$ cat config.mk
export PLATFORM = sky130hd
export DESIGN_NAME = period_meter_flat
export DESIGN_NICKNAME = d
export VERILOG_FILES = /design/src/rtl/period_meter_if.sv /design/src/rtl/period_meter.sv /design/src/flat_wrapper.sv
export SDC_FILE = /design/constraint.sdc
export NUM_CORES = 1
export LEC_CHECK = 0
export CAP_MARGIN = 5
export CORE_MARGIN = 3
export CORE_UTILIZATION = 55
export DETAILED_ROUTE_END_ITERATION = 8
export HOLD_SLACK_MARGIN = 0.1
export PLACE_DENSITY_LB_ADDON = 0.3
export REMOVE_ABC_BUFFERS = 1
export SYNTH_ARGS = -nofsm -noshare
export SYNTH_HDL_FRONTEND = slang
export SYNTH_SLANG_ARGS = --single-unit
$ cat constraint.sdc
create_clock -name clk -period 2.5 [get_ports clk]
set_input_delay 0.625 -clock clk [delete_from_list [all_inputs] [get_ports clk]]
set_output_delay 0.625 -clock clk [all_outputs]
set_load 0.02 [all_outputs]
$ cat src/rtl/period_meter_if.sv
// period_meter_if: signal-in / result-out bundle for period_meter.
// Optional DUTY_MEAS_EN adds the high_time result field.
// slave = meter side, master = driver/consumer side.
interface period_meter_if #(
  parameter int CNT_W = 26
);
  logic             sig_in;
  logic             meas_en;
  logic             ack;
  logic [CNT_W-1:0] period;
  logic             valid;
  logic             overrun;
  logic             stale;
`ifdef DUTY_MEAS_EN
  logic [CNT_W-1:0] high_time;

  modport master (output sig_in, meas_en, ack,
                  input  period, valid, overrun, stale, high_time);
  modport slave  (input  sig_in, meas_en, ack,
                  output period, valid, overrun, stale, high_time);
`else
  modport master (output sig_in, meas_en, ack,
                  input  period, valid, overrun, stale);
  modport slave  (input  sig_in, meas_en, ack,
                  output period, valid, overrun, stale);
`endif
endinterface

$ cat src/rtl/period_meter.sv
// period_meter: counts clk cycles between rising edges of an async slow signal.
// Latency: sig_in rise to valid = SYNC_STAGES+2 edges; valid holds until ack.
// Backpressure: an unacked result is overwritten and sets sticky overrun.
// Optional build macro DUTY_MEAS_EN adds high-phase measurement (high_time).
module period_meter #(
  parameter int CNT_W       = 26,
  parameter int TIMEOUT     = 50_000_000,
  parameter int SYNC_STAGES = 2
) (
  input  logic          clk,
  input  logic          rst,
  period_meter_if.slave bus
);

  // Reject configurations the counter or synchronizer cannot support.
  if (SYNC_STAGES < 2) begin : g_bad_sync
    $error("period_meter: SYNC_STAGES must be >= 2");
  end
  if (64'(TIMEOUT) >= (64'd1 << CNT_W)) begin : g_bad_width
    $error("period_meter: TIMEOUT does not fit in CNT_W bits");
  end

  localparam logic [CNT_W-1:0] TIMEOUT_C = CNT_W'(TIMEOUT);
  localparam logic [CNT_W-1:0] ONE_C     = CNT_W'(1);

  typedef enum logic [1:0] {ST_IDLE, ST_ARM, ST_MEAS} state_t;

  state_t                 state_q, state_d;
  logic [SYNC_STAGES-1:0] sync_q, sync_d;
  logic                   s_dly_q, s_dly_d;
  logic                   rise_q, rise_d;
  logic [CNT_W-1:0]       cnt_q, cnt_d;
  logic [CNT_W-1:0]       period_q, period_d;
  logic                   valid_q, valid_d;
  logic                   overrun_q, overrun_d;
  logic                   stale_q, stale_d;
  logic                   capture;
`ifdef DUTY_MEAS_EN
  logic                   fall_q, fall_d;
  logic                   fall_seen_q, fall_seen_d;
  logic [CNT_W-1:0]       hi_cnt_q, hi_cnt_d;
  logic [CNT_W-1:0]       high_time_q, high_time_d;
`endif

  // Synchronizer, edge detect, measurement FSM and result handshake.
  always_comb begin
    sync_d    = {sync_q[SYNC_STAGES-2:0], bus.sig_in};
    s_dly_d   = sync_q[SYNC_STAGES-1];
    // Registered edge pulse keeps the edge-to-valid latency fixed.
    rise_d    = sync_q[SYNC_STAGES-1] & ~s_dly_q;
    state_d   = state_q;
    cnt_d     = cnt_q;
    period_d  = period_q;
    valid_d   = valid_q;
    overrun_d = overrun_q;
    stale_d   = stale_q;
    capture   = 1'b0;
`ifdef DUTY_MEAS_EN
    fall_d      = ~sync_q[SYNC_STAGES-1] & s_dly_q;
    fall_seen_d = fall_seen_q;
    hi_cnt_d    = hi_cnt_q;
    high_time_d = high_time_q;
`endif
    if (!bus.meas_en) begin
      // Disable clears the session but keeps the last reported period.
      state_d   = ST_IDLE;
      cnt_d     = '0;
      valid_d   = 1'b0;
      overrun_d = 1'b0;
      stale_d   = 1'b0;
`ifdef DUTY_MEAS_EN
      fall_seen_d = 1'b0;
      hi_cnt_d    = '0;
`endif
    end else begin
      if (bus.ack) valid_d = 1'b0;
      case (state_q)
        ST_IDLE: state_d = ST_ARM;
        ST_ARM: begin
          // First edge only starts the count; there is no prior edge to measure from.
          if (rise_q) begin
            state_d = ST_MEAS;
            cnt_d   = ONE_C;
`ifdef DUTY_MEAS_EN
            fall_seen_d = 1'b0;
`endif
          end
        end
        ST_MEAS: begin
          cnt_d = cnt_q + ONE_C;
          if (rise_q) begin
            capture = 1'b1;
            cnt_d   = ONE_C;
          end else if (cnt_q == TIMEOUT_C) begin
            stale_d = 1'b1;
            cnt_d   = '0;
            state_d = ST_ARM;
          end
`ifdef DUTY_MEAS_EN
          if (fall_q) begin
            hi_cnt_d    = cnt_q;
            fall_seen_d = 1'b1;
          end
`endif
        end
        default: state_d = ST_IDLE;
      endcase
      if (capture) begin
        period_d = cnt_q;
        valid_d  = 1'b1;
        stale_d  = 1'b0;
        // Same-cycle ack consumes the old result, so it is not an overrun.
        if (valid_q && !bus.ack) overrun_d = 1'b1;
`ifdef DUTY_MEAS_EN
        // Without a fall the signal stayed high the whole period.
        high_time_d = fall_seen_q ? hi_cnt_q : cnt_q;
        fall_seen_d = 1'b0;
`endif
      end
    end
  end

  // State register with asynchronous reset.
  always_ff @(posedge clk or posedge rst) begin
    if (rst) begin
      state_q   <= ST_IDLE;
      sync_q    <= '0;
      s_dly_q   <= 1'b0;
      rise_q    <= 1'b0;
      cnt_q     <= '0;
      period_q  <= '0;
      valid_q   <= 1'b0;
      overrun_q <= 1'b0;
      stale_q   <= 1'b0;
`ifdef DUTY_MEAS_EN
      fall_q      <= 1'b0;
      fall_seen_q <= 1'b0;
      hi_cnt_q    <= '0;
      high_time_q <= '0;
`endif
    end else begin
      state_q   <= state_d;
      sync_q    <= sync_d;
      s_dly_q   <= s_dly_d;
      rise_q    <= rise_d;
      cnt_q     <= cnt_d;
      period_q  <= period_d;
      valid_q   <= valid_d;
      overrun_q <= overrun_d;
      stale_q   <= stale_d;
`ifdef DUTY_MEAS_EN
      fall_q      <= fall_d;
      fall_seen_q <= fall_seen_d;
      hi_cnt_q    <= hi_cnt_d;
      high_time_q <= high_time_d;
`endif
    end
  end

  assign bus.period  = period_q;
  assign bus.valid   = valid_q;
  assign bus.overrun = overrun_q;
  assign bus.stale   = stale_q;
`ifdef DUTY_MEAS_EN
  assign bus.high_time = high_time_q;
`endif

endmodule

$ cat src/flat_wrapper.sv
// flat-port wrapper written by rule: the top's interface ports become plain ports
module period_meter_flat 
#(
  parameter int CNT_W       = 26,
  parameter int TIMEOUT     = 50_000_000,
  parameter int SYNC_STAGES = 2
)
  (clk, rst, bus_sig_in, bus_meas_en, bus_ack, bus_period, bus_valid, bus_overrun, bus_stale);
  period_meter_if #(.CNT_W(CNT_W)) bus_i ();
  input  logic clk;
  input  logic rst;
  input wire logic [$bits(bus_i.sig_in)-1:0] bus_sig_in;
  input wire logic [$bits(bus_i.meas_en)-1:0] bus_meas_en;
  input wire logic [$bits(bus_i.ack)-1:0] bus_ack;
  output wire logic [$bits(bus_i.period)-1:0] bus_period;
  output wire logic [$bits(bus_i.valid)-1:0] bus_valid;
  output wire logic [$bits(bus_i.overrun)-1:0] bus_overrun;
  output wire logic [$bits(bus_i.stale)-1:0] bus_stale;
  assign bus_i.sig_in = bus_sig_in;
  assign bus_i.meas_en = bus_meas_en;
  assign bus_i.ack = bus_ack;
  assign bus_period = bus_i.period;
  assign bus_valid = bus_i.valid;
  assign bus_overrun = bus_i.overrun;
  assign bus_stale = bus_i.stale;
  period_meter #(.CNT_W(CNT_W), .TIMEOUT(TIMEOUT), .SYNC_STAGES(SYNC_STAGES)) u_core (.clk(clk), .rst(rst), .bus(bus_i));
endmodule
; After elaboration in Yosys (flattened, before gate mapping)
; Cells that the tools add are included.
[classes]
n_bitwise = 2
n_eq_ne = 13
addsub = 1
reduce_logical = 8
mux = 24
[op_table]
columns = cell, n
row1 = two-way mux 26 bit, 4
row2 = case mux 26 bit (2 select lines), 1
row3 = "adder 26 x 1 -> 26 bit, second input constant", 1
row4 = "== test 26 bit, second input constant", 1
row5 = two-way mux 1 bit, 14
row6 = "inequality test 3 x 1 -> 1 bit, second input constant", 4
row7 = two-way mux 2 bit, 4
row8 = "inequality test 3 x 2 -> 1 bit, second input constant", 2
row9 = "inequality test 3 bit, second input constant", 2
row10 = case mux 2 bit (3 select lines), 1
row11 = AND reduction 2 bit, 3
row12 = AND reduction 3 bit, 2
row13 = "inequality test 2 x 1 -> 1 bit, second input constant", 2
row14 = "== test 2 x 1 -> 1 bit, second input constant", 1
row15 = "== test 2 bit, second input constant", 1
row16 = zero test 2 bit, 1
row17 = bitwise AND 1 bit, 1
row18 = logical AND 1 bit, 1
row19 = zero test 1 bit, 1
row20 = inverter 1 bit, 1
[word_totals]
word_cells = 57
inputBits = 5
out_inout_bits = 29
ff_bits = 61

; Logic depth before layout (Yosys ltp)
; Gate-level depths: netlist (run 1).
[depth]
word_depth = 6
depth_mapped = 8
depth_no_buf = 7

; Worst setup path before layout (run 1)
; No wires, ideal clock.
[synth_path]
kind = reg-to-reg
startpoint = reg u_core.cnt_q[24]
endpoint = reg u_core.cnt_q[8]
required_ns = 2.381
n_path_buf = 1
setup_time_ns = 0.119
t_arrival_ns = 1.866
path_stages_with_launch = 7
synth_period_minus_slack_ns = 1.985
path_slack_ns = 0.515
cell_sequence = dfrtp_1 -> or4_1 -> or3_4 -> o21a_4 -> nor2_8 -> buf_12 -> nor2_1
[synth_via]
elab_chain_cells = 5
[synth_lines]
columns = item, line
row1 = "start, declared", period_meter.sv:32  ; logic [CNT_W-1:0] cnt_q, cnt_d;
row2 = "start signal, assigned", period_meter.sv:146  ; cnt_q <= cnt_d;
row3 = == test 26 bit, period_meter.sv:94  ; end else if (cnt_q == TIMEOUT_C) begin
row4 = two-way mux 26 bit, period_meter.sv:94
row5 = two-way mux 26 bit, period_meter.sv:91  ; if (rise_q) begin
row6 = case mux 26 bit (2 select lines), period_meter.sv:77  ; case (state_q)
row7 = two-way mux 26 bit, period_meter.sv:64  ; if (!bus.meas_en) begin
; Every way passes these cells.
; A chain may end at the register's enable or synchronous reset.

; Final worst setup path (run 1)
[layout_path]
startpoint = reg u_core.cnt_q[24]
endpoint = reg u_core.cnt_q[25]
[layout_via]
elab_chain_cells = 5
elab_cells_between_ends = 6
classes_between = add/sub: 1 / eq/ne: 1 / mux: 4
[layout_lines]
columns = item, line
row1 = adder 26 x 1 -> 26 bit / == test 26 bit (equally long branches), "period_meter.sv:90, period_meter.sv:94"
row2 = two-way mux 26 bit *, period_meter.sv:94
row3 = two-way mux 26 bit *, period_meter.sv:91
row4 = case mux 26 bit (2 select lines) *, period_meter.sv:77
row5 = two-way mux 26 bit *, period_meter.sv:64
; Mark *: on every way between the ends. The rest lies on a longest branch, timed or not.

==> results.yml, run 1 <==
outcome:
  status: "finished, final reports clean"
sta:
  hold_viol: 0
  fmax_mhz: 472.6
  fin_skew_ns: 0.004864
  rsz0062_at_grt: "no"
  fin_crit_ns: 2.116
  fin_setup_tns_ns: 0
  slew_viol_final: 0
  max_slew_margin: 0.6816
  setup_viol: 0
  fin_ws_ns: 0.3840
  tightest_slew_ns: 0.4765
  period_share: 0.8464
placed_design:
  placed_area_mm2: 0.003246
  hpwl_um: 3801
  io_buffer_count: 33
  pre_cts_slack_ns: 0.2180
  gp_congestion: 0.8649
synthesis:
  syn_area_mm2: 0.002811
  yosys_register_bits: 61
  yosysSeqAreaShare: 0.5429
  avgSynthCellArea_um2: 11.25
  ys_async_sr_fraction: 1.000
  synth-edff-count: 0
  ys_warn_count: 0
  synth_flop_cell: "dfrtp_1"
  synthDistinctLibCells: 50
  syn-instance-count: 250
power:
  power_density_mw_per_mm2: 609.1
  irDropWorstVdd_v: 0.0003893
  leakagePower_uw: 0.001532
  finalPower_uw: 2125
critical_path:
  crit_path_max_incr_delay_ns: 0.55
  timing_worst_setup_path_type: "flop to flop"
  crit_start: "u_core.cnt_q[24]"
  crit_path_max_fanout: 17
  cp_slowest_cell: "or4_1"
  worstPathArrival_ns: 2.32
  required_ns: 2.71
  critPathLaunchType: "flop"
  crit_family: "simple AND/OR/NAND/NOR gates"
  critical_path_depth: 5
  crit_buf_inv: 0
  path_cells: "or4_1, or3_4, o21a_4, nor2_8, nor2_1"
  reg2reg_depth: 5
  crit_path_end_kind: "flop"
  r2r-start: "u_core.cnt_q[24]"
clocking:
  clkTransAtPathRegs_ns: 0.07
  ctsResizeCount: 0
  cts-htree-levels: 3
  clk_path_buf_depth: 2
  cts_tree: "done"
  post_cts_buffers: 0
  clkSinkCount: 61
  cts_buffers: 9
  clk_root_buffer_cell: "clkbuf_8"
  holdBufCountCts: 0
  clock_latency_ns: 0.33
min_path:
  holdPathStages: 0
  worstHoldPathType: "flop to flop"
  hp-start: "u_core.sync_q[0]"
final_layout:
  n_fill_cell: 347
  fin_nets: 301
  mostFrequentLayoutCells: "61 x dfrtp_1, 33 x clkdlybuf4s50_1, 22 x nor2_1"
  final_cell_area_mm2: 0.003490
  multi_input_area_mm2: 0.001202
  syn2layout_area_growth_pct: 24.12
  seq_area_mm2: 0.001526
  diodes: 0
  layout_commonest_cell: "dfrtp_1"
  drive_gt1_frac: 0.2007
global_route:
  grt_pass1_wl_um: 9915
  overflow: 0
  grt_pass1_vias: 2064
  grt_max_degree: 62
  antenna_found_initial: 0
  track_usage: 0.2125
detailed_routing:
  wirelength_um: 5684
  drc: 0
  drtIter0Drc: 168
  vias_per_cell: 5.658
  wl_per_cell_um: 15.53
  ant_nets: 0
  drt_pass1_iterations: 4
  vias: 2071
die:
  die_h_um: 77.50
  dieArea_mm2: 0.006005
  start_util: 0.5836
  top_level_ports: 34
  row_count: 25
  die_x_um: 77.50
  core_area_mm2: 0.004817
job:
  drv_cap: 0
cell families (layout without fill, tap and decap cells):
logic type,count (synthesis),count (layout),synth area share
buf+inv,15,64,0.02937
simple gates,101,101,0.1998
flops,61,61,0.5429
compound gates,33,33,0.08144
fa+ha+maj,2,2,0.008899
xor+xnor,16,16,0.04985
mux,22,22,0.08767
power by group:
group	total [uW]	switching (uW)	internal (uW)	leakage, uW
sequential	1000	8.01	995	0.000842
combinational	79.4	52.1	27.2	0.000565
clock	1040	374	669	0.000126
worst register-to-register path, cell delays in order (launching register included):
cell and delay (ns):
dfrtp_1 0.42, or4_1 0.56, or3_4 0.40, o21a_4 0.25, nor2_8 0.27, nor2_1 0.10
area by class of cell:
cell class | count | share of cell area
clock buffer | 13 | 0.05127
clock inverter | 3 | 0.01864
inverter | 6 | 0.006454
multi-input combinational | 174 | 0.3446
sequential | 61 | 0.4374
tap | 67 | 0.02402
timing repair buffer | 42 | 0.1176
sequential cells by signal (all words and copies together) (netlist names):
register and count:
u_core.bus.overrun 1, u_core.bus.period 26, u_core.bus.stale 1, u_core.bus.valid 1
u_core.cnt_q 26, u_core.rise_q 1, u_core.s_dly_q 1, u_core.state_q 2
u_core.sync_q 2
metal layers:
metal,share of wire,vias to the layer above,GRT usage,wire length [um]
li1,-,987,-,-
met1,0.46,1024,0.2883,2629
met2,0.48,52,0.3290,2755
met3,0.036,8,0.03944,206
met4,0.016,0,0.1050,91
met5,0,-,0,0
synthesized netlist by cell type (all sizes together) (3+ instances only):
library cell	count	area (um^2)
a21oi	5	25.02
buf	6	48.80
clkbuf	3	11.26
dfrtp	61	1526
inv	6	22.52
mux2	21	236.5
nand2	17	63.81
nand3	14	70.07
nand4	14	93.84
nor2	26	121.4
nor2b	3	18.77
nor3	3	15.01
nor4	3	18.77
o21a	3	30.02
o21ai	14	73.82
or3	5	36.28
or4	3	26.27
xor2	14	122.6
per-stage QoR:
step,hold slack (ns),utilization,std cells
3_5_place_dp,0.3403,0.6738,350
6_report,0.3516,0.7244,366
4_1_cts,0.3558,0.7244,366
2_1_floorplan,0.3312,-,241
3_3_place_gp,0.3321,0.6738,350
5_1_grt,0.3812,0.7244,366
final timing paths:
check / to / slack (ns)
worst max-delay path: u_core.cnt_q[25] / 0.38
worst min-delay path: u_core.sync_q[1] / 0.35
worst max register to register: u_core.cnt_q[25] / 0.38
min in group asynchronous: u_core.bus.period[17] / 0.66
worst min register to register: u_core.sync_q[1] / 0.35
max in group asynchronous: u_core.bus.period[14] / 1.58
Power figures use the tool's default switching activity.
==> run 2, diff against run 1 <==
==> constraint.sdc (replaced) <==
create_clock -name clk -period 2.04 [get_ports clk]
set_input_delay 0.51 -clock clk [delete_from_list [all_inputs] [get_ports clk]]
set_output_delay 0.51 -clock clk [all_outputs]
set_load 0.02 [all_outputs]
==> run 2 against run 1 <==
Compared with the run above:
- critical path depth grew 1
- die area is the same
- non-clock buffer count grew 22
- clock-buffer cell count grew 2
- combinational power grew 64%
- final cell count grew 6.3%
- global-route usage grew 0.78 points
- highest routed layer unchanged
==> results.yml, run 2 (synthesized netlist as in run 1, its figures left out) <==
global_route:
  overflow: 0
  track_usage: 0.2203
  grt_max_degree: 62
  grt_pass1_wl_um: 10250
  antenna_found_initial: 0
  grt_pass1_vias: 2162
final_layout:
  layout_commonest_cell: "dfrtp_1"
  drive_gt1_frac: 0.2578
  diodes: 0
  n_fill_cell: 345
  multi_input_area_mm2: 0.001242
  fin_nets: 324
  final_cell_area_mm2: 0.003660
  utilization: 0.7597
  mostFrequentLayoutCells: "61 x dfrtp_1, 33 x clkdlybuf4s50_1, 27 x buf_4"
  syn2layout_area_growth_pct: 30.17
  seq_area_mm2: 0.001526
power:
  power_density_mw_per_mm2: 629.1
  leakagePower_uw: 0.001625
  irDropWorstVdd_v: 0.0003854
  finalPower_uw: 2302
sta:
  fin_skew_ns: 0.007967
  fmax_mhz: 501.8
  whs_ns: 0.3550
  slew_viol_final: 0
  max_slew_margin: 0.6961
  hold_viol: 0
  setup_viol: 0
  period_share: 0.9769
  fin_crit_ns: 1.993
  tightest_slew_ns: 0.4517
die:
  die_x_um: 77.50
  dieArea_mm2: 0.006005
  die_h_um: 77.50
  row_count: 25
  core_area_mm2: 0.004817
  top_level_ports: 34
  start_util: 0.5836
clocking:
  clk_path_buf_depth: 2
  cts-htree-levels: 3
  cts_buffers: 9
  clock_latency_ns: 0.34
  clk_root_buffer_cell: "clkbuf_8"
  clkTransAtPathRegs_ns: 0.06
  clkSinkCount: 61
  holdBufCountCts: 0
  cts_tree: "done"
outcome:
  status: "finished, final reports clean"
job:
  drv_cap: 0
critical_path:
  critPathLaunchType: "flop"
  timing_worst_setup_path_type: "flop to flop"
  required_ns: 2.26
  crit_path_max_fanout: 8
  worstPathArrival_ns: 2.21
  crit_path_end_kind: "flop"
placed_design:
  io_buffer_count: 33
  hpwl_um: 4123
  gp_congestion: 0.8846
  placed_area_mm2: 0.003421
detailed_routing:
  ant_nets: 0
  vias: 2225
  drtIter0Drc: 127
  wirelength_um: 6084
  drc: 0
  drt_pass1_iterations: 4
  vias_per_cell: 5.720
  wl_per_cell_um: 15.64
min_path:
  worstHoldPathType: "flop to flop"
-- run 2: final cells by class --
type / count / area share
inverter: 6 / 0.006154
clock inverter: 1 / 0.001368
multi-input combinational: 175 / 0.3395
timing repair buffer: 64 / 0.1675
tap: 67 / 0.02291
sequential: 61 / 0.4171
clock buffer: 15 / 0.04547
-- run 2: report_power, final --
part,leakage (uW),total [uW],internal (uW),switching (uW)
Sequential,0.000842,1230,1220,7.81
Combinational,0.000696,130,56.2,74.1
Clock,0.0000877,944,507,437
-- run 2: timing repair --
action	CTS	global route
gates resized for setup	0	6
setup endpoints to repair	0	22
endpoints found under the hold margin	0	0
buffers inserted	0	2
-- run 2: through the flow --
step           setup TNS (ns)  setup slack (ns)  cells
3_3_place_gp          -0.1358          -0.04859    370
5_1_grt              -0.03287          -0.01310    389
2_1_floorplan               0           0.01696    241
4_1_cts                     0          0.002270    386
3_5_place_dp          -0.1954          -0.08299    370
6_report                    0           0.04718    389
-- run 2: path summary, 6_finish.rpt --
path / startpoint / to / slack (ns) / cells past startpoint
max in group asynchronous: rst / u_core.bus.period[0] / 1.23 / 3
max reg2reg: u_core.cnt_q[11] / u_core.cnt_q[6] / 0.05 / 6
max: u_core.cnt_q[11] / u_core.cnt_q[6] / 0.05 / 6
min: u_core.sync_q[0] / u_core.sync_q[1] / 0.35 / 0
min in group asynchronous: rst / u_core.bus.period[12] / 0.54 / 3
min reg2reg: u_core.sync_q[0] / u_core.sync_q[1] / 0.35 / 0
-- run 2: metal layers --
layer  wire length (um)  global-route usage  share of wire
met4                131              0.1032          0.022
met1               2636              0.2929           0.43
met2               2970              0.3428           0.49
met5                  0                   0              0
met3                345             0.05104          0.057
-- run 2: critical path, stage by stage (launching register included) --
cell and delay (ns):
dfrtp_1 0.38, or4_4 0.54, or3_4 0.36, o21a_4 0.28, nor2_4 0.14, buf_12 0.14
a21oi_2 0.04
==> run 3, diff against run 2 <==
--- a/config.mk
+++ b/config.mk
@@ -5,10 +5,12 @@
 export SDC_FILE = /design/constraint.sdc
 export NUM_CORES = 1
 export LEC_CHECK = 0
+export ABC_AREA = 1
 export CAP_MARGIN = 5
 export CORE_MARGIN = 3
-export CORE_UTILIZATION = 55
+export CORE_UTILIZATION = 56
 export DETAILED_ROUTE_END_ITERATION = 8
+export DONT_BUFFER_PORTS = 1
 export HOLD_SLACK_MARGIN = 0.1
 export PLACE_DENSITY_LB_ADDON = 0.3
 export REMOVE_ABC_BUFFERS = 1
==> run 3 against run 2 <==
Compared with the run above:
- cell area fell by 8.2%
- largest power group unchanged
- non-clock buffer count decreased by 61
- highest routed layer unchanged
- via count up 15%
- setup slack better by 0.20 ns
==> results.yml, run 3 <==
synthesis:
  post-synth-top-count-cell: "nand2_1"
  synthDistinctLibCells: 28
  synth_flop_cell: "dfrtp_1"
  ys_async_sr_fraction: 1.000
  syn-instance-count: 409
  synth-edff-count: 0
  yosysSeqAreaShare: 0.4832
  yosys_register_bits: 61
  synthTopCellsByCount: "121 x nand2_1, 61 x dfrtp_1, 61 x nor2_1"
  netlist_top_cells_area: "dfrtp_1 48%, nand2_1 14%, nor2_1 7.2%"
  avgSynthCellArea_um2: 7.724
  syn_area_mm2: 0.003159
  ys_warn_count: 0
  yosysTopAreaCellShare: 0.4832
  yosysTopAreaCell: "dfrtp_1"
die:
  start_util: 0.5995
  die_x_um: 81.11
  row_count: 26
  core_area_mm2: 0.005270
  top_level_ports: 34
  die_h_um: 81.11
  dieArea_mm2: 0.006579
detailed_routing:
  vias: 2560
  wl_per_cell_um: 13.53
  ant_nets: 0
  vias_per_cell: 5.257
  drc: 0
  drt_pass1_iterations: 5
  drtIter0Drc: 210
  wirelength_um: 6587
power:
  irDropWorstVdd_v: 0.0004301
  power_density_mw_per_mm2: 800.8
  finalPower_uw: 2691
  leakagePower_uw: 0.001566
sta:
  fin_ws_ns: 0.2446
  fin_crit_ns: 1.795
  slew_viol_final: 0
  whs_ns: 0.1212
  period_share: 0.8801
  max_slew_margin: 0.4836
  hold_viol: 0
  tightest_slew_ns: 0.7735
  fmax_mhz: 557.0
  fin_setup_tns_ns: 0
  rsz0062_at_grt: "no"
  setup_viol: 0
  fin_skew_ns: 0.006438
min_path:
  worstHoldPathType: "input pin to async pin"
critical_path:
  critPathLaunchType: "flop"
  rr_endpoint: "u_core.cnt_q[11]"
  reg2reg_depth: 11
  crit_path_max_fanout: 17
  reg2reg_slack_ns: 0.24
  crit_path_end_kind: "flop"
  required_ns: 2.25
  worstPathArrival_ns: 2.01
  timing_worst_setup_path_type: "flop to flop"
  r2r-start: "u_core.cnt_q[0]"
clocking:
  clkTransAtPathRegs_ns: 0.06
  holdBufCountCts: 0
  cts_tree: "done"
  clk_path_buf_depth: 2
  clkSinkCount: 61
  post_cts_buffers: 0
  cts_buffers: 9
  clk_root_buffer_cell: "clkbuf_8"
  clock_latency_ns: 0.33
  ctsResizeCount: 0
  cts-htree-levels: 3
placed_design:
  io_buffer_count: 0
  hpwl_um: 4790
  gp_congestion: 0.9637
  pre_cts_slack_ns: 0.2921
job:
  drv_cap: 0
global_route:
  track_usage: 0.2293
  overflow: 0
  grt_max_degree: 62
  grt_pass1_wl_um: 11430
  grt_pass1_vias: 2511
  antenna_found_initial: 0
final_layout:
  fin_nets: 421
  seq_area_mm2: 0.001526
  multi_input_area_mm2: 0.001356
  syn2layout_area_growth_pct: 6.376
  layout_commonest_cell: "nand2_1"
  n_fill_cell: 467
  diodes: 0
  mostFrequentLayoutCells: "121 x nand2_1, 61 x nor2_1, 61 x dfrtp_1"
  utilization: 0.6377
  drive_gt1_frac: 0.1319
outcome:
  status: "finished, final reports clean"
-- run 3: cell types whose count changed after synthesis, moves of 7 or more --
cell and delta:
nand2_1 +104, nor2_1 +39, inv_1 +38, o21ai_0 +8, mux2_2 -21, nand3_1 +12
nor2_2 +10, xor2_1 -7, o21ai_2 +9, nand4_1 -10
-- run 3: metrics by stage --
stage	cells	area, um^2
2_1_floorplan	400	3073
3_3_place_gp	473	3196
3_5_place_dp	473	3196
4_1_cts	487	3361
5_1_grt	487	3361
6_report	487	3361
-- run 3: worst max path at each step --
stage | from | depth (start not counted) | to
2_1_floorplan | rst | 1 | u_core.bus.overrun
3_3_place_gp | u_core.cnt_q[0] | 11 | u_core.cnt_q[12]
3_5_place_dp | u_core.cnt_q[0] | 11 | u_core.cnt_q[15]
4_1_cts | u_core.cnt_q[0] | 11 | u_core.cnt_q[15]
5_1_grt | u_core.cnt_q[0] | 11 | u_core.cnt_q[15]
6_report | u_core.cnt_q[0] | 11 | u_core.cnt_q[11]
-- run 3: cell families after synthesis --
| group | count (synthesis) | share of synthesized area |
|---|---|---|
| DFF | 61 | 0.4832 |
| buffers and inverters | 59 | 0.08753 |
| AOI/OAI and AO/OA | 41 | 0.07842 |
| and+or+nand+nor | 239 | 0.3236 |
| adders and majority gates | 2 | 0.007920 |
| xor gates and xnor gates | 7 | 0.01941 |
-- run 3: area by class of cell --
cell class                 count  area share
clock buffer                  12     0.04617
multi-input combinational    289      0.4036
clock inverter                 2    0.002978
sequential                    61      0.4542
timing repair buffer           3     0.01042
inverter                      50     0.05659
tap                           70     0.02606
-- run 3: layer usage --
layer | wire length [um] | up-vias | GRT usage | share of wire
li1 | - | 1272 | - | -
met1 | 3087 | 1183 | 0.3087 | 0.47
met2 | 2976 | 94 | 0.3547 | 0.45
met3 | 410 | 11 | 0.06098 | 0.062
met4 | 112 | 0 | 0.08784 | 0.017
met5 | 0 | - | 0 | 0
-- run 3: worst max-delay path, cell delays in order, from the launching register on --
cell     delay [ns]
dfrtp_1        0.41
inv_1          0.15
ha_1           0.17
nand2_1        0.05
nor2_1         0.09
nand2_1        0.06
nor2_2         0.14
nand2_2        0.11
nand2_1        0.09
nand2_2        0.10
inv_4          0.22
nor2_1         0.08
-- run 3: power by group --
part	switching [uW]	total (uW)	internal, uW
Clock	444	933	490
Combinational	157	240	82.5
Sequential	199	1520	1320
Total	800	2690	1890
